--- config.mk ---
export PLATFORM = sky130hd
export DESIGN_NAME = r2sdf_stage_fx
export DESIGN_NICKNAME = d
export VERILOG_FILES = /design/src/rtl/fft_pkg.sv /design/src/rtl/r2sdf_twiddle_rom.sv /design/src/rtl/r2sdf_stage_fx.sv
export SDC_FILE = /design/constraint.sdc
export NUM_CORES = 2
export LEC_CHECK = 0
export BUFFER_PORTS_ARGS = -buffer_cell sky130_fd_sc_hd__buf_2
export CELL_PAD_IN_SITES_DETAIL_PLACEMENT = 2
export CELL_PAD_IN_SITES_GLOBAL_PLACEMENT = 2
export CORE_UTILIZATION = 38
export DETAILED_ROUTE_END_ITERATION = 8
export PLACE_DENSITY = 0.76
export SLEW_MARGIN = 10
export SYNTH_ARGS = -nofsm -noshare
export SYNTH_HDL_FRONTEND = slang
export SYNTH_SLANG_ARGS = --single-unit
--- constraint.sdc ---
create_clock -name clk -period 16.6 [get_ports clk]
set_input_delay 2.49 -clock clk [delete_from_list [all_inputs] [get_ports clk]]
set_output_delay 2.49 -clock clk [all_outputs]
set_load 0.03 [all_outputs]
--- src/rtl/fft_pkg.sv ---
// rtl/fft_pkg.sv - shared types, fixed-point helpers and twiddle generator for the R2SDF FFT
package fft_pkg;

    localparam int DW_DEF = 16;
    localparam int TW_DEF = 16;

    typedef struct packed {
        logic signed [DW_DEF-1:0] re;
        logic signed [DW_DEF-1:0] im;
    } cpx_t;

    function automatic longint sat(input longint v, input int w);
        longint hi;
        longint lo;
        hi = (longint'(1) <<< (w - 1)) - 1;
        lo = -hi - 1;
        if (v > hi) return hi;
        if (v < lo) return lo;
        return v;
    endfunction

    // Round half up while dropping sh LSBs; sh must be at least 1.
    function automatic longint round_shift(input longint v, input int sh);
        return (v + (longint'(1) <<< (sh - 1))) >>> sh;
    endfunction

    // Quantised cos (im_part=0) or -sin (im_part=1) of 2*pi*k/2^log2n in Q1.(tw-1).
    function automatic int twiddle(input int k, input int log2n, input int tw, input bit im_part);
        real ang;
        real v;
        int  full;
        int  q;
        ang  = 2.0 * 3.14159265358979323846 * real'(k) / real'(1 << log2n);
        v    = im_part ? -$sin(ang) : $cos(ang);
        full = 1 << (tw - 1);
        q    = int'($floor(v * real'(full) + 0.5));
        if (q > full - 1) q = full - 1;
        return q;
    endfunction

endpackage

--- src/rtl/r2sdf_twiddle_rom.sv ---
// rtl/r2sdf_twiddle_rom.sv - combinational W_N^k table, cos/-sin fixed at elaboration
module r2sdf_twiddle_rom
    import fft_pkg::*;
#(
    parameter int LOG2N = 3,
    parameter int TW    = TW_DEF,
    parameter int KW    = 2
) (
    input  logic [KW-1:0]        k,
    output logic signed [TW-1:0] w_re,
    output logic signed [TW-1:0] w_im
);

    logic signed [TW-1:0] rom_re [2**KW];
    logic signed [TW-1:0] rom_im [2**KW];

    for (genvar i = 0; i < 2**KW; i++) begin : g_rom
        assign rom_re[i] = TW'(twiddle(i, LOG2N, TW, 1'b0));
        assign rom_im[i] = TW'(twiddle(i, LOG2N, TW, 1'b1));
    end

    assign w_re = rom_re[k];
    assign w_im = rom_im[k];

endmodule

--- src/rtl/r2sdf_stage_fx.sv ---
// rtl/r2sdf_stage_fx.sv - radix-2 SDF FFT stage; define R2SDF_SCALE_EN for halving butterflies
module r2sdf_stage_fx
    import fft_pkg::*;
#(
    parameter int LOG2N = 3,
    parameter int STAGE = 1,
    parameter int DW    = DW_DEF,
    parameter int TW    = TW_DEF
) (
    input  logic                 clk,
    input  logic                 rst_n,
    input  logic                 in_valid,
    input  logic                 in_start,
    input  logic signed [DW-1:0] in_re,
    input  logic signed [DW-1:0] in_im,
    output logic                 out_valid,
    output logic                 out_start,
    output logic signed [DW-1:0] out_re,
    output logic signed [DW-1:0] out_im
);

    localparam int C  = LOG2N - STAGE + 1;
    localparam int D  = 1 << (C - 1);
    localparam int KW = (LOG2N > 1) ? LOG2N - 1 : 1;

    logic [C-1:0]         cnt, idx;
    logic                 primed, phase_b, primed_now;
    logic [KW-1:0]        k;
    logic signed [TW-1:0] w_re, w_im;
    logic signed [DW-1:0] head_re, head_im, fifo_re, fifo_im, res_re, res_im;
    longint               p_re, p_im;

    function automatic logic signed [DW-1:0] bfly(input logic signed [DW-1:0] a,
                                                  input logic signed [DW-1:0] b,
                                                  input logic sub);
        longint t;
        t = sub ? longint'(a) - longint'(b) : longint'(a) + longint'(b);
`ifdef R2SDF_SCALE_EN
        return DW'(round_shift(t, 1));
`else
        return DW'(sat(t, DW));
`endif
    endfunction

    always_comb begin
        idx        = in_start ? '0 : cnt;
        phase_b    = idx[C-1];
        primed_now = phase_b | (primed & ~in_start);
    end

    // The twiddle index follows the difference leaving the FIFO, i.e. this sample's low count bits.
    if (STAGE == LOG2N) begin : g_k_zero
        assign k = '0;
    end else begin : g_k
        assign k = KW'(idx[C-2:0]) << (STAGE - 1);
    end

    r2sdf_twiddle_rom #(.LOG2N(LOG2N), .TW(TW), .KW(KW)) u_rom (
        .k    (k),
        .w_re (w_re),
        .w_im (w_im)
    );

    always_comb begin
        res_re  = head_re;
        res_im  = head_im;
        fifo_re = in_re;
        fifo_im = in_im;
        p_re    = longint'(head_re) * longint'(w_re) - longint'(head_im) * longint'(w_im);
        p_im    = longint'(head_re) * longint'(w_im) + longint'(head_im) * longint'(w_re);
        if (phase_b) begin
            res_re  = bfly(head_re, in_re, 1'b0);
            res_im  = bfly(head_im, in_im, 1'b0);
            fifo_re = bfly(head_re, in_re, 1'b1);
            fifo_im = bfly(head_im, in_im, 1'b1);
        end else if (k != '0) begin
            res_re = DW'(sat(round_shift(p_re, TW - 1), DW));
            res_im = DW'(sat(round_shift(p_im, TW - 1), DW));
        end
    end

    if (D <= 4) begin : g_sr
        logic signed [DW-1:0] sr_re [D];
        logic signed [DW-1:0] sr_im [D];
        always_ff @(posedge clk) begin
            if (in_valid) begin
                sr_re[0] <= fifo_re;
                sr_im[0] <= fifo_im;
                for (int i = 1; i < D; i++) begin
                    sr_re[i] <= sr_re[i-1];
                    sr_im[i] <= sr_im[i-1];
                end
            end
        end
        assign head_re = sr_re[D-1];
        assign head_im = sr_im[D-1];
    end else begin : g_ram
        localparam int PW = $clog2(D);
        logic signed [DW-1:0] mem_re [D];
        logic signed [DW-1:0] mem_im [D];
        logic [PW-1:0]        ptr;
        always_ff @(posedge clk or negedge rst_n) begin
            if (!rst_n)        ptr <= '0;
            else if (in_valid) ptr <= ptr + PW'(1);
        end
        // Read-before-write on one pointer: the slot read now is the oldest of D entries.
        always_ff @(posedge clk) begin
            if (in_valid) begin
                mem_re[ptr] <= fifo_re;
                mem_im[ptr] <= fifo_im;
            end
        end
        assign head_re = mem_re[ptr];
        assign head_im = mem_im[ptr];
    end

    always_ff @(posedge clk or negedge rst_n) begin
        if (!rst_n) begin
            cnt       <= '0;
            primed    <= 1'b0;
            out_valid <= 1'b0;
            out_start <= 1'b0;
            out_re    <= '0;
            out_im    <= '0;
        end else begin
            out_valid <= 1'b0;
            out_start <= 1'b0;
            if (in_valid) begin
                cnt       <= idx + C'(1);
                primed    <= primed_now;
                out_valid <= primed_now;
                out_start <= (idx == C'(D));
                out_re    <= res_re;
                out_im    <= res_im;
            end
        end
    end

endmodule

==> results.txt <==
----------------------------------------------------
[Route]
  Detailed-router iteration count before antenna repair ... 7
  Ratio of routed vias to standard cells ... 5.266
  Average wire per cell in the routed design ... approximately 26 um
  Iteration-0 DRC Markers ... about 1.4k
  Total detailed-routing wirelength ... 145.1 mm
  Count of nets left with antenna violations after detail routing ... 0
  Number of vias in the routed layout ... slightly below 30k
  DRC errors left ... 4

[Worst setup path]
  Startpoint-to-endpoint class of the critical path ... input pin to flop
  Worst endpoint data arrival time ... around 13 ns
  R2r worst-path depth ... 27
  Data required time at the worst endpoint ... around 17 ns
  CP Launch Point ... in_start
  Reg2Reg Capture Point ... out_im[9]
  Internal reg-to-reg setup slack ... about 5.3 ns
  Worst R2R Start ... cnt[0]
  Largest fanout on the critical path ... 36
  Crit start category ... input pin
  Critical path destination ... out_im[9]
  Endpoint class of the critical path ... flop

[GRT]
  Largest net degree at the start of global routing ... 66
  Global-route wire length before repair ... approximately 220 mm
  Vias in the first global route ... 34.93k
  Total GRT Usage ... 27.69%
  Sum of overflow across all layers after global routing ... 0
  Antenna violations before repair ... 7

[Floorplan]
  Ports ... 70
  Die outline area ... 0.1079 mm2
  Std cell rows ... 119
  CORE AREA ... roughly 0.11 mm2
  Die W ... around 330 um
  Initial core utilization ... 38.42%
  Die outline height ... 328.5 um

[Finish]
  Net count of the finished layout ... around 5.5k
  Fraction of final layout cells sized beyond drive strength 1 ... 4.186%
  Most common cell after layout, fill and taps aside ... inv_1
  Area growth, synth to finish ... 6.460%
  Filler-free cell count of the finished design ... 5,549
  Top library cells by usage in the layout, fill and taps aside ... 1,204 x inv_1, 830 x fa_1, 505 x ha_1

[CTS]
  Clock tree from TritonCTS ... yes
  Worst skew pair latency ... 0.47 ns
  Number of setup buffers added after CTS ... 0
  Num CTS Buffers ... 17
  Quantity of hold-fixing buffers added after cts ... 0
  Post-CTS Resized ... 0
  Clock slew at the register clock pins of the worst setup and hold paths ... 0.09 ns
  Cell at the root of the clock tree ... clkbuf_16
  Maximum root-to-sink buffer count ... 2
  Total number of clock tree sinks ... 166
  CTS H-Tree Depth ... 4

[Synth]
  Sequential cell area fraction in the yosys report ... 11.84%
  Synth Net Count ... 5,494
  Dominant combinational cell family by area after synthesis ... adder cells
  Synthesized-area fraction occupied by ao, oa, aoi and oai cells ... 8.394%
  Adder and majority cell fraction of the synthesized area ... 56.71%
  Post-Synth XOR/XNOR Area ... 3.306%
  Gate Count Post-Synth ... about 4k
  Multiplexer share of the synthesized area ... 0.2842%
  Number of distinct standard cells referenced by the synthesized netlist ... 81
  Post-Synth Simple-Gate Area ... 7.159%
  Count of yosys warnings during synthesis ... 0
  Post-synthesis cell area ... 0.04050 mm2
  #FFs+latches synth ... 166
  Mean area per synthesized cell ... about 9.8 um2
  Main synth FF type ... edfxtp_1
  Number of enable flip-flop cells after synthesis ... 128
  Fraction of registers with async set/reset ... 22.89%

[Place]
  GPL Wtd Cong ... 0.9100
  Count of port buffers added during placement ... 69
  Cell count after placement ... 5,516
  HPWL after detailed placement ... 125.1 mm

[Timing]
  RSZ-0062 raised after global routing ... false
  # setup viols final ... 0
  Max-slew violation count ... 0
  Final period util ... 76.92%
  Relative slew margins ... between 20 and 25%
  Maximum clock rate ... a little under 80 MHz
  Worst-margin pin slew ... 1.197 ns
  Final-layout setup total negative slack ... 0 ns
  Setup skew after layout ... approximately 0.027 ns
  Clock period minus worst slack ... about 13 ns
  Final Hold Vio Count ... 0

[Run status]
  Failing checks ... DRC
  Status ... finished with violations

[Min path]
  Worst min-delay path startpoint ... g_sr.sr_re[2][15]
  Type of the tightest min-delay check ... flop to flop

[Flow run]
  Reported max-cap violation count ... 0

----------------------------------------------------
[worst min path at each step]
stage,cells after the start,end,slack [ns]
after floorplan,0,g_sr.sr_im[1][0],0.40
after global placement,0,g_sr.sr_im[2][15],0.40
after detailed placement,0,g_sr.sr_re[3][15],0.41
after CTS,0,g_sr.sr_re[3][15],0.42
after global routing,0,g_sr.sr_re[1][1],0.42
final,0,g_sr.sr_re[3][15],0.41
[per-layer routing]
metal	vias to the layer above	track usage, %	wire length (um)
met4	8	9.616	5602
met1	15760	34.14	58470
li1	12620	-	-
met2	591	49.68	75260
met5	-	0	55
met3	239	3.323	5701
[state kept, by name (all words and copies together) (netlist names)]
| register | flops |
|---|---|
| cnt | 3 |
| g_sr.sr_im | 64 |
| g_sr.sr_re | 64 |
| out_im | 16 |
| out_re | 16 |
| out_start | 1 |
| out_valid | 1 |
| primed | 1 |
[cells by family (layout without fill, tap and decap cells)]
logic type	after synthesis	after routing
other cells	0	1
simple gates	602	602
compound gates	535	535
xor+xnor	152	152
mux	11	11
buf+inv	1319	1353
flops	166	166
fa+ha+maj	1338	1338
[cell type report]
class | instances | area (um2)
clock inverters | 15 | 207.7
inverters | 1206 | 4527
clock buffers | 17 | 425.4
flip-flops and latches | 166 | 4795
multi-input cells | 2638 | 30720
fillers | 11460 | 62300
well taps | 1391 | 1740
diodes | 1 | 2.502
repair buffers | 115 | 696.9
[worst max-delay path, stage by stage]
cell and delay (ns):
buf_2 0.19, nor2b_4 0.76, ha_1 0.39, nor2_1 0.70
inv_1 0.38, buf_4 0.34, fa_1 0.51, inv_1 0.06
fa_1 0.55, fa_1 0.45, fa_1 0.45, fa_1 0.54
fa_1 0.43, fa_1 0.52, inv_1 0.06, fa_1 0.47
inv_1 0.05, ha_1 0.36, a2111oi_0 0.69, o21ai_0 0.20
a41oi_1 0.33, o31ai_1 0.13, a31oi_1 0.21, xnor2_1 0.11
o32ai_1 0.73, nand2_1 0.51, a2111oi_1 0.42, a211oi_1 0.07
[cells in the mapped netlist, types with 34 or more instances]
library cell / n / area share, %
edfxtp_1: 128 / 9.5
xnor2_1: 102 / 2.2
fa_1: 830 / 41
clkbuf_1: 98 / 0.91
ha_1: 505 / 16
nor2_1: 160 / 1.5
nand2_1: 176 / 1.6
a21o_1: 42 / 0.78
inv_1: 1204 / 11
o21ai_0: 111 / 1.4
and2_1: 34 / 0.53
dfrtp_1: 38 / 2.3
a21oi_1: 160 / 2.0
xor2_1: 49 / 1.1
nor2b_1: 68 / 1.1
nand2b_1: 60 / 0.93
[per-stage QoR]
step | area [um2] | setup slack (ns) | util, % | hold slack (ns)
2_1_floorplan | 40500 | 5.473 | - | 0.4003
3_3_place_gp | 42480 | 3.861 | 40.30 | 0.4004
3_5_place_dp | 42480 | 3.470 | 40.30 | 0.4052
4_1_cts | 43110 | 3.960 | 40.90 | 0.4173
5_1_grt | 43110 | 3.342 | 40.90 | 0.4203
6_report | 43110 | 3.832 | 40.90 | 0.4137
Power is left out: the tool's default activity adds up to more than one toggle a clock period on the data nets, which glitch-free logic cannot reach.
